[src/rtl/picosoc_mem_arbiter.sv]
// Two-master arbiter for the PicoSoC native memory bus (m0 = CPU, m1 = second requester).
// Optional hung-slave timeout is enabled by defining PICOSOC_ARB_TIMEOUT_EN.
module picosoc_mem_arbiter #(
  parameter bit          FIXED_PRIO     = 1'b0,
  parameter logic [31:0] TIMEOUT_CYCLES = 32'd1024,
  parameter logic [31:0] TIMEOUT_RDATA  = 32'hDEAD_BEEF
) (
  input  logic        clk,
  input  logic        reset,
  input  logic        m0_valid,
  output logic        m0_ready,
  input  logic [31:0] m0_addr,
  input  logic [31:0] m0_wdata,
  input  logic [3:0]  m0_wstrb,
  output logic [31:0] m0_rdata,
  input  logic        m1_valid,
  output logic        m1_ready,
  input  logic [31:0] m1_addr,
  input  logic [31:0] m1_wdata,
  input  logic [3:0]  m1_wstrb,
  output logic [31:0] m1_rdata,
  output logic        s_valid,
  input  logic        s_ready,
  output logic [31:0] s_addr,
  output logic [31:0] s_wdata,
  output logic [3:0]  s_wstrb,
  input  logic [31:0] s_rdata,
  output logic [1:0]  grant,
  output logic        err_timeout,
  input  logic        err_clr
);

  typedef enum logic [1:0] {
    ST_IDLE = 2'd0,
    ST_GNT0 = 2'd1,
    ST_GNT1 = 2'd2
  } state_t;

  state_t      state_q, state_d;
  logic        rr_last_q, rr_last_d;   // 1: m1 held the last grant
  logic        own_valid;
  logic        xfer_done;
  logic        tmo_hit;

  // Request of whichever master currently owns the bus.
  assign own_valid = ((state_q == ST_GNT0) & m0_valid) | ((state_q == ST_GNT1) & m1_valid);
  assign xfer_done = s_valid & s_ready;

`ifdef PICOSOC_ARB_TIMEOUT_EN
  logic [31:0] tmo_cnt_q, tmo_cnt_d;
  logic        err_timeout_q, err_timeout_d;

  assign tmo_hit     = own_valid & (tmo_cnt_q == (TIMEOUT_CYCLES - 32'd1));
  assign err_timeout = err_timeout_q;

  // Counter is zero in IDLE, so every grant starts counting from zero.
  always_comb begin
    tmo_cnt_d     = tmo_cnt_q;
    err_timeout_d = err_timeout_q;
    if (state_q == ST_IDLE) begin
      tmo_cnt_d = 32'd0;
    end else if (!s_ready) begin
      tmo_cnt_d = tmo_cnt_q + 32'd1;
    end
    if (tmo_hit) begin
      err_timeout_d = 1'b1;
    end else if (err_clr) begin
      err_timeout_d = 1'b0;
    end
  end

  always_ff @(posedge clk or posedge reset) begin
    if (reset) begin
      tmo_cnt_q     <= 32'd0;
      err_timeout_q <= 1'b0;
    end else begin
      tmo_cnt_q     <= tmo_cnt_d;
      err_timeout_q <= err_timeout_d;
    end
  end
`else
  logic [64:0] unused_c;

  assign unused_c    = {err_clr, TIMEOUT_CYCLES, TIMEOUT_RDATA};
  assign tmo_hit     = 1'b0;
  assign err_timeout = 1'b0;
`endif

  // State register.
  always_ff @(posedge clk or posedge reset) begin
    if (reset) begin
      state_q   <= ST_IDLE;
      rr_last_q <= 1'b1;
    end else begin
      state_q   <= state_d;
      rr_last_q <= rr_last_d;
    end
  end

  // Next-state: arbitrate in IDLE, release on completion, abandon or timeout.
  always_comb begin
    state_d   = state_q;
    rr_last_d = rr_last_q;
    case (state_q)
      ST_IDLE: begin
        if (m0_valid && (!m1_valid || FIXED_PRIO || rr_last_q)) begin
          state_d   = ST_GNT0;
          rr_last_d = 1'b0;
        end else if (m1_valid) begin
          state_d   = ST_GNT1;
          rr_last_d = 1'b1;
        end
      end
      ST_GNT0, ST_GNT1: begin
        if (!own_valid || xfer_done || tmo_hit) begin
          state_d = ST_IDLE;
        end
      end
      default: state_d = ST_IDLE;
    endcase
  end

  // Outputs: bus mux follows the owner combinationally; the loser sees nothing.
  always_comb begin
    s_valid  = 1'b0;
    s_addr   = 32'd0;
    s_wdata  = 32'd0;
    s_wstrb  = 4'd0;
    m0_ready = 1'b0;
    m1_ready = 1'b0;
    m0_rdata = 32'd0;
    m1_rdata = 32'd0;
    grant    = 2'b00;
    case (state_q)
      ST_GNT0: begin
        grant    = 2'b01;
        s_valid  = m0_valid & ~tmo_hit;
        s_addr   = m0_addr;
        s_wdata  = m0_wdata;
        s_wstrb  = m0_wstrb;
        m0_ready = (m0_valid & ~tmo_hit & s_ready) | tmo_hit;
        m0_rdata = tmo_hit ? TIMEOUT_RDATA : s_rdata;
      end
      ST_GNT1: begin
        grant    = 2'b10;
        s_valid  = m1_valid & ~tmo_hit;
        s_addr   = m1_addr;
        s_wdata  = m1_wdata;
        s_wstrb  = m1_wstrb;
        m1_ready = (m1_valid & ~tmo_hit & s_ready) | tmo_hit;
        m1_rdata = tmo_hit ? TIMEOUT_RDATA : s_rdata;
      end
      default: ;
    endcase
  end

endmodule
[config.mk]
export PLATFORM = sky130hd
export DESIGN_NAME = picosoc_mem_arbiter
export DESIGN_NICKNAME = d
export VERILOG_FILES = /design/src/rtl/picosoc_mem_arbiter.sv
export SDC_FILE = /design/constraint.sdc
export NUM_CORES = 1
export LEC_CHECK = 0
export ABC_AREA = 1
export BUFFER_PORTS_ARGS = -buffer_cell sky130_fd_sc_hd__buf_4
export CORE_AREA = 8 8 115 117
export DETAILED_ROUTE_END_ITERATION = 16
export DIE_AREA = 0 0 123 125
export GPL_TIMING_DRIVEN = 0
export PLACE_DENSITY_LB_ADDON = 0.08
export SYNTH_ARGS = -nofsm -noshare
export SYNTH_HDL_FRONTEND = slang
export SYNTH_SLANG_ARGS = --single-unit
export TNS_END_PERCENT = 10
[constraint.sdc]
create_clock -name clk -period 1.66 [get_ports clk]
set_clock_uncertainty 0.1 [all_clocks]
set_input_delay 0.083 -clock clk [delete_from_list [all_inputs] [get_ports clk]]
set_output_delay 0.083 -clock clk [all_outputs]
set_load 0.01 [all_outputs]
==> impl_metrics.ini <==
[run_status]
status = complete, but fails checks
violations = negative setup slack

[setup_path]
cp_top_family = buffers and inverters
criticalPathCategory = reg2out
path_max_fanout = 5
startpoint_type = flip-flop
path_cells = inv_2 -> ha_4 -> buf_12 -> buf_8 -> nand2_2 -> a21oi_4 -> buf_4
cpMaxStageDelayCell = dfrtp_1
max_stage_delay_ns = 0.41
cp.arrival_ns = 1.63
worstSetupEndpointType = primary output
path_buf_inv = 4
path_depth = 7
reg2reg_depth = 9
cp.required_ns = 1.48

[clock_network]
clk_pin_slew_ns = 0.03
cts-root-buf = clkbuf_16
cts_tree = done
cts_buffers = 3
cts.path.max_buffers = 2
clock_sinks = 3
cts_htree_levels = 1
insertion_delay_ns = 0.22

[floorplanning]
die_h_um = 125
design.core.area_um2 = 11600
die_x_um = 123
start_util_pct = 16.7
rows = 40
dieArea_um2 = 15400
ios = 312

[logic_synthesis]
syn-instance-count = 400
yosysWarnings = 0
synth_area_per_cell_um2 = 4.85
synth.ff_latch_count = 3
syn_area_um2 = 1940
ys_seq_area_share_pct = 3.94
synth_nets = 579
synthDistinctLibCells = 16

[sta]
fin_crit_ns = 1.81
final.setup.tns_ns = -10.43
post-route-period-util_pct = 109
drv_slew = 0
fmax_mhz = 553
finalSetupViolCount = 102
hold_ws_ns = 0.137
grt_setup_unrepaired = yes
postLayoutSetupSlackWorst_ns = -0.150
hold_viol_final = 0

[final_layout]
layout_common_cells = buf_4 (295), nand2_1 (182), inv_1 (62)
multiInputGateArea_um2 = 1620
antenna_cells = 0
final_common_cell = buf_4
seqCellArea_um2 = 76.3
area_growth_pct = 182
nets = 916
n_fill_cell = 1215
drive_gt1_share_pct = 62.8
fin_cells = 883

[hold_path]
hold_class = in2reg
hold-path-cell-count = 4

[power]
comb_power_share_pct = 93.7
p_int_w = 0.00440
p_total_w = 0.00830
ir_drop_mv = 0.777
powerDensity_nw_per_um2 = 1520
pwr-share-seq_pct = 1.8
clock_power_share_pct = 4.6
p_sw_w = 0.00390
p_sw_share_pct = 47.0
leakagePower_nw = 3.12

[detailed_routing]
wl_per_cell_um = 15.8
drt_iter0_markers = 107
post-route-drc-count = 0
via_count = 3716
via_per_inst = 4.21
postRouteAntennaNets = 0
drt-total-wl_um = 14000
dr.pass1.iters = 4

[global_route]
globalRouteTotalUtil_pct = 15.9
grt_overflow_total = 0
grt.busiest_layer = met2
grtUsageMet1_pct = 15.0
grt_first_pass_wirelength_um = 19700
grt_pass1_vias = 3781
grt_max_degree = 11
grtUsageMet2_pct = 33.1
antenna_found_initial = 0
grt_use_met3_pct = 4.59

[placement]
place_inst = 856
dp_hpwl_um = 11200
place.gp.congestion = 0.825
port_buffers = 309
dpl_worst_slack_ns = -0.494

[job]
cap_violations = 0
==> cell families after synthesis <==
kind of cell               count (synthesis)  synth area share [%]
AOI/OAI and AO/OA                         72                  22.3
adders and majority gates                  5                  3.23
buffers and inverters                    103                  28.3
DFF                                        3                  3.94
other                                      1                 0.193
and+or+nand+nor                          216                  42.0
==> cell type report <==
cell class	instances	share of cell area (%)
repair buffers	333	51.4
multi-input cells	294	29.6
plain buffers	29	7.66
inverters	73	5.11
well taps	147	3.37
clock buffers	4	1.44
flip-flops and latches	3	1.40
==> final timing paths <==
| kind | end | from | slack [ns] |
|---|---|---|---|
| setup / recovery | s_wdata[7] | state_q[0] | -0.15 |
| hold / removal | rr_last_q | m0_valid | 0.14 |
| setup reg to reg | state_q[1] | state_q[0] | 0.10 |
| hold reg to reg | rr_last_q | rr_last_q | 0.38 |
| max in group asynchronous | rr_last_q | reset | 1.05 |
| min in group asynchronous | state_q[0] | reset | 0.19 |
==> flip-flops by register name, indices dropped and copies added, names as in the netlist <==
register / flops
state_q: 2
rr_last_q: 1
==> cells in the mapped netlist <==
master	count	area share [%]
conb_1	1	0.19
inv_2	1	0.19
o21ai_0	2	0.52
inv_1	72	14
buf_2	1	0.26
buf_4	7	2.7
buf_6	18	10
dfrtp_1	2	2.6
dfstp_2	1	1.4
a21oi_2	19	8.6
nand2_1	210	41
ha_1	5	3.2
a21oi_1	51	13
clkbuf_1	4	0.77
nand3_1	3	0.77
nor2_1	3	0.58
==> power groups by stage <==
stage / clock network (W) / logic (W) / registers (W)
after floorplan: 0 / 0.00301 / 0.000141
after global placement: 0 / 0.00556 / 0.000145
after global routing: 0.000394 / 0.00837 / 0.000153
after detailed placement: 0 / 0.00559 / 0.000148
final: 0.000381 / 0.00777 / 0.000146
after CTS: 0.000391 / 0.00668 / 0.000143
==> metal layers <==
layer,vias to the layer above,wire (um)
li1,1854,-
met1,1683,4670
met2,175,7880
met3,4,1380
met4,0,32
met5,-,0
==> metrics by stage <==
| step | area (um2) | utilization, % |
|---|---|---|
| global placement | 4440 | 38.3 |
| finish | 5460 | 47.0 |
| floorplan | 1940 | - |
| CTS | 4930 | 42.5 |
| detailed placement | 4440 | 38.3 |
| global route | 5460 | 47.0 |
==> worst min-delay path: cells and delay by family <==
kind	cells	cell delay, ns
buf+inv	1	0.09
compound gates	2	0.19
simple gates	1	0.08
==> what timing repair did <==
| item | CTS | global route |
|---|---|---|
| pin swaps | 4 | 8 |
| gates resized for setup | 64 | 100 |
| hold buffers | 1 | 0 |
| gates cloned | 2 | 7 |
| endpoints found under the setup margin | 133 | 133 |
| hold endpoints to repair | 3 | 0 |
| setup buffers | 11 | 3 |
Note: power is estimated with default switching activity, not from simulation.
